$ cat src/rtl/reorder_buffer.sv
// In-order commit buffer: entries are allocated at the tail, completed by index, and retired from the head.
// Define ROB_FLUSH_EN to add a flush input that discards every in-flight entry.
module reorder_buffer #(
  parameter int ROB_DEPTH      = 16,
  parameter int ROB_DEPTH_LOG2 = $clog2(ROB_DEPTH),
  parameter int NUM_REG        = 32,
  parameter int NUM_REG_LOG2   = $clog2(NUM_REG),
  parameter int NUM_TAGS       = 64,
  parameter int NUM_TAGS_LOG2  = $clog2(NUM_TAGS)
) (
  input  logic                      clk,
  input  logic                      rst,
`ifdef ROB_FLUSH_EN
  input  logic                      flush,
`endif
  input  logic                      alloc_valid,
  input  logic [NUM_REG_LOG2-1:0]   alloc_rd,
  input  logic [NUM_TAGS_LOG2-1:0]  alloc_tag,
  input  logic [NUM_TAGS_LOG2-1:0]  alloc_free_tag,
  output logic                      alloc_ready,
  output logic [ROB_DEPTH_LOG2-1:0] alloc_idx,
  input  logic                      complete_valid,
  input  logic [ROB_DEPTH_LOG2-1:0] complete_idx,
  output logic                      retire_valid,
  output logic [NUM_REG_LOG2-1:0]   retire_rd,
  output logic [NUM_TAGS_LOG2-1:0]  retire_dest_tag,
  output logic                      retire_free,
  output logic [NUM_TAGS_LOG2-1:0]  retire_free_tag,
  output logic                      rob_empty,
  output logic                      rob_full
);

  localparam int PTR_W = ROB_DEPTH_LOG2 + 1;

  logic [PTR_W-1:0]          head_q, head_d, tail_q, tail_d;
  logic [ROB_DEPTH-1:0]      busy_q, busy_d, done_q, done_d;
  logic [NUM_REG_LOG2-1:0]   rd_q       [ROB_DEPTH];
  logic [NUM_REG_LOG2-1:0]   rd_d       [ROB_DEPTH];
  logic [NUM_TAGS_LOG2-1:0]  tag_q      [ROB_DEPTH];
  logic [NUM_TAGS_LOG2-1:0]  tag_d      [ROB_DEPTH];
  logic [NUM_TAGS_LOG2-1:0]  free_tag_q [ROB_DEPTH];
  logic [NUM_TAGS_LOG2-1:0]  free_tag_d [ROB_DEPTH];

  logic [ROB_DEPTH_LOG2-1:0] head_idx, tail_idx;
  logic                      empty, full, flush_active, alloc_fire;

`ifdef ROB_FLUSH_EN
  assign flush_active = flush;
`else
  assign flush_active = 1'b0;
`endif

  assign head_idx = head_q[ROB_DEPTH_LOG2-1:0];
  assign tail_idx = tail_q[ROB_DEPTH_LOG2-1:0];

  // The wrap bit distinguishes full from empty when the index bits match.
  assign empty = (head_q == tail_q);
  assign full  = (head_idx == tail_idx) && (head_q[PTR_W-1] != tail_q[PTR_W-1]);

  assign alloc_ready     = ~full & ~rst & ~flush_active;
  assign alloc_idx       = tail_idx;
  assign alloc_fire      = alloc_valid & alloc_ready;
  assign retire_valid    = ~empty & done_q[head_idx] & ~rst & ~flush_active;
  assign retire_rd       = rd_q[head_idx];
  assign retire_dest_tag = tag_q[head_idx];
  assign retire_free_tag = free_tag_q[head_idx];
  assign retire_free     = retire_valid & (retire_rd != '0);
  assign rob_empty       = empty;
  assign rob_full        = full;

  // Update order matters: retire clears after completion, allocation initialises last.
  always_comb begin
    head_d     = head_q;
    tail_d     = tail_q;
    busy_d     = busy_q;
    done_d     = done_q;
    rd_d       = rd_q;
    tag_d      = tag_q;
    free_tag_d = free_tag_q;

    if (complete_valid && busy_q[complete_idx]) begin
      done_d[complete_idx] = 1'b1;
    end

    if (retire_valid) begin
      busy_d[head_idx] = 1'b0;
      done_d[head_idx] = 1'b0;
      head_d           = head_q + PTR_W'(1);
    end

    if (alloc_fire) begin
      busy_d[tail_idx]     = 1'b1;
      done_d[tail_idx]     = 1'b0;
      rd_d[tail_idx]       = alloc_rd;
      tag_d[tail_idx]      = alloc_tag;
      free_tag_d[tail_idx] = alloc_free_tag;
      tail_d               = tail_q + PTR_W'(1);
    end

    if (flush_active) begin
      busy_d = '0;
      done_d = '0;
      head_d = head_q;
      tail_d = head_q;
    end
  end

  always_ff @(posedge clk) begin
    if (rst) begin
      head_q <= '0;
      tail_q <= '0;
      busy_q <= '0;
      done_q <= '0;
    end else begin
      head_q <= head_d;
      tail_q <= tail_d;
      busy_q <= busy_d;
      done_q <= done_d;
    end
  end

  // Payload storage needs no reset; busy/done gate every use of it.
  always_ff @(posedge clk) begin
    rd_q       <= rd_d;
    tag_q      <= tag_d;
    free_tag_q <= free_tag_d;
  end

endmodule

$ cat config.mk
export PLATFORM = sky130hd
export DESIGN_NAME = reorder_buffer
export DESIGN_NICKNAME = d
export VERILOG_FILES = /design/src/rtl/reorder_buffer.sv
export SDC_FILE = /design/constraint.sdc
export NUM_CORES = 1
export LEC_CHECK = 0
export BUFFER_PORTS_ARGS = -buffer_cell sky130_fd_sc_hd__buf_2
export CAP_MARGIN = 25
export CORE_ASPECT_RATIO = 0.9
export CORE_MARGIN = 3
export CORE_UTILIZATION = 35
export CTS_BUF_LIST = sky130_fd_sc_hd__clkbuf_4 sky130_fd_sc_hd__clkbuf_8 sky130_fd_sc_hd__clkbuf_16
export DETAILED_ROUTE_END_ITERATION = 6
export SYNTH_ARGS = -nofsm -noshare
export SYNTH_HDL_FRONTEND = slang
export SYNTH_SLANG_ARGS = --single-unit
$ cat constraint.sdc
create_clock -name clk -period 3.4 [get_ports clk]
set_input_delay 0.17 -clock clk [delete_from_list [all_inputs] [get_ports clk]]
set_output_delay 0.17 -clock clk [all_outputs]
set_load 0.01 [all_outputs]
==> run metrics, run 1 <==
crit path max-delay cell type=dfxtp_4; total track usage=15.35%; Core Footprint=0.03530 mm²; dpl ws=just over 0.7 ns; EDFF count, synth=272; Yosys reg bits=314; Post-Syn Nets=659; Layout Cells excl Fill=1,188; Leak=4.692 nW; Sequential cell area=0.009016 mm²; top post-synthesis cells by area=edfxtp_1 (65%), mux4_2 (15%), dfxtp_1 (6.7%); GRT overflow=0; asr flop ratio synth=0%; worst-case clock buffer depth=3; Setup crit end kind=primary output; CTS tree=done; Logic pwr share=3.0%; # rows=65; cts bufs inserted=30; WS Path Type=reg -> out; DRC Markers=0; RSZ-0062 raised after global routing=false; Clock Sinks=314; final setup vio count=0; Max Cap Violations=0; pwr/cell area=roughly 540 mW/mm²; share of cells above drive strength 1=33.52%; total placed cells including tap cells=approximately 1,100; WHS Path Cells=1; HP Class=in -> reg; Worst slew margin=54.24%; DRT Wirelength=29.38 mm; RR Startpoint=head_q[3]$_SDFFE_PP0N_; WP data required=3.23 ns; vias per inst=about 5.3; via count=6,302; final instance area=about 0.014 mm²; largest net degree at the start of global routing=61; Tcrit/Tclk final=90.78%; Port Buffers=50; Placed Instance Area=0.01336 mm²; die area=0.03834 mm²; Core Util, Final=41.05%; setup slack after layout=0.3134 ns; Avg Synthesized Cell Area=roughly 20 µm²; Yosys Warn Count=0; critical path buffer and inverter count=2; Antenna Cells=0; Sequential Power Share=53.9%; area leader, netlist=edfxtp_1; antenna-violating nets left=0; DR iter-0 viols=~420; Fill cells=between 3,000 and 4,000; VDD IR max=a little under 0.4 mV; Final Wtd Congestion=between 0.7 and 0.8; Area growth, synth to finish=14.94%; Starting Density=35.72%; Hold Violations, Final=0; cell internal pwr=6.206 mW; Setup crit end=retire_free; initial antenna violation count=0; Critical Path Most Common Cell=nand3_1; sequential fraction of the synthesis area=71.46%; number of max-slew violations in the final report=0; clk_lat worst skew=0.57 ns; CTS resizes=0; drt wl/cell=24.73 µm; status=finished, final reports clean; CP peak stage delay=around 0.56 ns; Detailed Place HPWL=18.22 mm; Slew @ Worst Pin=0.6771 ns; nets=~730; Levels on crit path=7; Period minus WS final=about 3.1 ns; clock skew=0.01098 ns; # IOs=51; Synth top area share=about two thirds; R2R setup slack=0.86 ns; Worst EP arrival=2.92 ns; htree depth=1; Top delay family on crit path=buffers and inverters; R2R depth=7; Die Wd=206.1 µm; Synth Flop Type=edfxtp_1; clock transition at the registers of the reported paths=0.06 ns; crit path from=head_q[1]$_SDFFE_PP0N_; fmax=324.0 MHz; Worst Setup Start Kind=register; final setup TNS=0 ns; sw frac=20.66%; via count of the first global-routing pass=6,397; NetSw=1.616 mW; synthesized instance count=~630; multi-input combinational cell area=around 0.0034 mm²; global-route wire length before repair=around 43 mm; die height=186.1 µm; crit path cell chain=buf_12 -> mux4_2 -> nand2_1 -> nand3_1 -> nand3_1 -> a211oi_1 -> buf_2; Synth cell types=51; root buf cell=clkbuf_16; Mapped Area=0.01261 mm²; clock network power share=between 40% and 50%; crit-path max FO=60; Pre-antenna DRT Iters=5; R2R Path End=done_q[15]$_SDFF_PP0_
cells by family after synthesis:
family                   Yosys count  share of synthesized area (%)
buffers and inverters             43                          1.717
multiplexers                      92                          15.87
XOR/XNOR                           8                         0.5558
adder cells (fa/ha/maj)            8                         0.7940
flip-flops                       314                          71.46
AO/OA/AOI/OAI                     78                          4.317
AND/OR/NAND/NOR                   83                          5.290
flip-flops by register name (all words and copies together) (netlist names):
register / flops
free_tag_q: 96
tag_q: 96
rd_q: 80
busy_q: 16
done_q: 16
head_q: 5
tail_q: 5
Yosys cell counts, types with 2 or more instances:
library cell and n:
edfxtp_1 272, mux4_2 86, dfxtp_1 42, a21oi_1 24
a21o_1 15, and3_4 15, nor3b_2 15, clkbuf_1 13
nand2_1 12, buf_2 11, nor2_1 11, a22oi_1 10
ha_1 8, inv_1 8, nor2b_1 8, a41oi_1 7
buf_4 7, a31oi_1 5, xor2_1 5, a211oi_1 4
and2_1 3, mux2i_1 3, nand3_1 3, nand4_1 3
xnor2_1 3, a31o_2 2, and3_1 2, and4b_1 2
buf_6 2, mux2_2 2, o21a_1 2, o31ai_1 2
through the flow:
step,hold WS (ns),power [mW]
global route,0.003240,8.057
floorplan,0.2689,4.406
finish,0.02282,7.822
global placement,0.4308,4.527
detailed placement,0.4365,4.530
CTS,0.004280,7.898
metal layers:
metal | vias to the layer above | track usage [%] | routed length [µm]
met2 | 183 | 25.77 | 14710
met1 | 3333 | 21.02 | 12610
met5 | - | 0 | 0
met4 | 0 | 3.719 | 685
li1 | 2744 | - | -
met3 | 42 | 2.675 | 1379
placed cells by master, fill, tap and decap left out, drive strengths merged, types with 10 or more instances in the layout:
cell type	instances
dlygate4sd3	10
edfxtp	272
dfxtp	42
buf	61
a21oi	24
a22oi	10
clkinv	17
clkbuf	34
nor3b	15
nor2	11
and3	17
nand2	12
a21o	15
inv	11
mux4	86
power groups by stage:
stage | registers (mW) | logic (mW) | clock network (mW)
floorplan | 4.30 | 0.105 | 0
global placement | 4.30 | 0.226 | 0
detailed placement | 4.30 | 0.228 | 0
global route | 4.22 | 0.253 | 3.59
CTS | 4.22 | 0.237 | 3.44
finish | 4.22 | 0.232 | 3.37
what timing repair did:
item                                   in CTS  in global routing
hold buffers                               10                  0
setup endpoints to repair                   0                  1
endpoints found under the hold margin     145                  0
buffers inserted                            0                  1
area by class of cell:
| cell class | instances | share of cell area, % |
|---|---|---|
| Sequential cell | 314 | 62.22 |
| Multi-Input combinational cell | 269 | 23.37 |
| Clock buffer | 34 | 5.518 |
| Tap cell | 469 | 4.050 |
| Timing Repair Buffer | 71 | 3.212 |
| Clock inverter | 22 | 1.390 |
| Inverter | 9 | 0.2331 |
how the worst min path moves through the flow:
| stage | startpoint | endpoint |
|---|---|---|
| final | alloc_free_tag[2] | free_tag_q[92]$_DFFE_PP_ |
| after global routing | alloc_free_tag[2] | free_tag_q[92]$_DFFE_PP_ |
| after CTS | alloc_free_tag[2] | free_tag_q[86]$_DFFE_PP_ |
| after detailed placement | busy_q[5]$_SDFF_PP0_ | busy_q[5]$_SDFF_PP0_ |
| after global placement | busy_q[14]$_SDFF_PP0_ | busy_q[14]$_SDFF_PP0_ |
| after floorplan | alloc_free_tag[0] | free_tag_q[0]$_DFFE_PP_ |
No activity file was read; power rests on OpenSTA's default activity.
==> run 2, diff against run 1 <==
PLACE_DENSITY_LB_ADDON = 0.08   (was default)
==> run metrics, run 2 (synthesis gave the netlist of run 1 again) <==
clock skew=0.01689 ns (+0.005903 ns); Worst Setup Start Kind=register; Starting Density=35.72% (unchanged); via count=6,380 (+1.2%); HP Class=in -> reg; Hold Crit Start=alloc_tag[5]; VDD IR max=0.2705 mV (-30%); WHS Endpoint=tag_q[59]$_DFFE_PP_; Max Used Layer=met5; WHS Path Cells=1 (unchanged); setup slack after layout=0.3054 ns (-0.007925 ns); root buf cell=clkbuf_16; antenna-violating nets left=0 (unchanged); Max Cap Violations=0 (unchanged); clk_lat worst skew=0.52 ns (-0.05 ns); DRT Wirelength=30.50 mm (+3.8%); die height=186.1 µm (unchanged); nets=722 (-0.82%); DRC Markers=0 (unchanged); RR Startpoint=head_q[3]$_SDFFE_PP0N_; Worst slew margin=50.67% (-3.6 points); R2R depth=7 (unchanged); critical path buffer and inverter count=2 (unchanged); largest net degree at the start of global routing=34 (-44%); total track usage=16.27% (+0.92 points); Antenna Cells=0 (unchanged); crit path max-delay cell type=dfxtp_4; WS Path Type=reg -> out; R2R setup slack=0.86 ns (about the same); Detailed Place HPWL=16.80 mm (-7.8%); Area growth, synth to finish=14.80%; Fill cells=3,192 (+2.4%); Hold Violations, Final=0 (unchanged); Period minus WS final=3.095 ns (+0.007925 ns); Clock Sinks=314 (unchanged); commonest non-fill, non-tap cell in the layout=edfxtp_1; clock transition at the registers of the reported paths=0.06 ns (about the same); R2R Path End=done_q[15]$_SDFF_PP0_; most frequent cells in the layout=edfxtp_1 (272), mux4_2 (86), buf_2 (50); Levels on crit path=7 (unchanged); fmax=323.1 MHz (-0.26%); status=finished, final reports clean; Core Util, Final=41.00% (-0.050 points); final setup TNS=0 ns (unchanged); Leak=4.692 nW (about the same); # rows=65 (unchanged); global-route wire length before repair=45.05 mm (+4.5%); Final Wtd Congestion=0.7289 (-7.9%); Port Buffers=50 (unchanged); Worst EP arrival=2.92 ns (about the same); cts bufs inserted=35 (+17%); final instance area=0.01447 mm² (-0.12%); via count of the first global-routing pass=6,781 (+6.0%); htree depth=2 (+1); drt wl/cell=25.78 µm (+4.2%); Met1 Wirelength=14.12 mm (+12%); vias per inst=5.393 (+1.7%); die area=0.03834 mm² (unchanged); Placed Instance Area=0.01335 mm² (about the same); Top delay family on crit path=flip-flops; DR WL met2=14.06 mm (-4.4%); Core Footprint=0.03530 mm² (unchanged); share of cells above drive strength 1=34.45% (+0.94 points); pwr/cell area=554.4 mW/mm² (+2.7%); Slew @ Worst Pin=0.7355 ns (+0.05838 ns); dpl ws=0.6467 ns (-0.07917 ns); WP data required=3.23 ns (about the same); Largest regs=free_tag_q: 96 flops, tag_q: 96 flops, rd_q: 80 flops; final setup vio count=0 (unchanged); DR iter-0 viols=456 (+8.1%); number of max-slew violations in the final report=0 (unchanged); crit-path max FO=25 (-58%); Pre-antenna DRT Iters=5 (unchanged); Setup crit end kind=primary output; Die Wd=206.1 µm (unchanged); CP peak stage delay=0.62 ns (+0.06 ns); Post-CTS Hold Buffers=0 (-10); # IOs=51 (unchanged); RSZ-0062 raised after global routing=false; crit path cell chain=buf_4 -> mux4_2 -> a22oi_1 -> nand2_1 -> nor3_1 -> a211oi_1 -> buf_2; met3 wire len=1.472 mm (+6.7%); Tcrit/Tclk final=91.02% (+0.23 points); initial antenna violation count=1 (+1); worst-case clock buffer depth=3 (unchanged); GRT overflow=0 (unchanged); CTS tree=done
==> run 2: layout make-up <==
type	count	area, µm²	share of cell area (%)
Clock buffer	48	991.0	6.847
Clock inverter	14	107.6	0.7435
Sequential cell	314	9016	62.30
Tap cell	469	586.8	4.055
Multi-Input combinational cell	269	3387	23.40
Timing Repair Buffer	60	350.3	2.421
Inverter	9	33.78	0.2334
==> run 2: layer usage <==
layer | vias up | track usage, %
met5 | - | 0
met4 | 2 | 4.859
met3 | 59 | 2.868
met2 | 192 | 25.12
met1 | 3383 | 23.79
li1 | 2744 | -
==> run 2: report_power, final <==
part / internal (mW) / switching, mW
combinational: 0.0694 / 0.143
sequential: 4.21 / 0.0109
clock: 2.13 / 1.46
==> run 2: worst max-delay path by stage <==
| stage | start | end | slack (ns) |
|---|---|---|---|
| finish | head_q[1]$_SDFFE_PP0N_ | retire_free | 0.31 |
| detailed placement | head_q[0]$_SDFFE_PP0N_ | retire_free | 0.65 |
| CTS | head_q[0]$_SDFFE_PP0N_ | retire_free | 0.09 |
| floorplan | head_q[0]$_SDFFE_PP0N_ | retire_dest_tag[2] | 1.26 |
| global placement | head_q[0]$_SDFFE_PP0N_ | retire_free | 0.68 |
| global route | head_q[1]$_SDFFE_PP0N_ | retire_free | 0.09 |
==> run 2: what timing repair did <==
item,in CTS,in global routing
hold endpoints to repair,0,0
buffers inserted,0,1
setup endpoints to repair,0,1
resized for setup,0,0
==> run 2: metrics by stage <==
stage                     cells  power [mW]  hold slack [ns]
after CTS                  1182       8.127         0.002403
after floorplan             626       4.406           0.2689
after global placement     1120       4.508           0.4289
final                      1183       8.023          0.02918
after detailed placement   1120       4.517           0.4402
after global routing       1183       8.304          0.01111
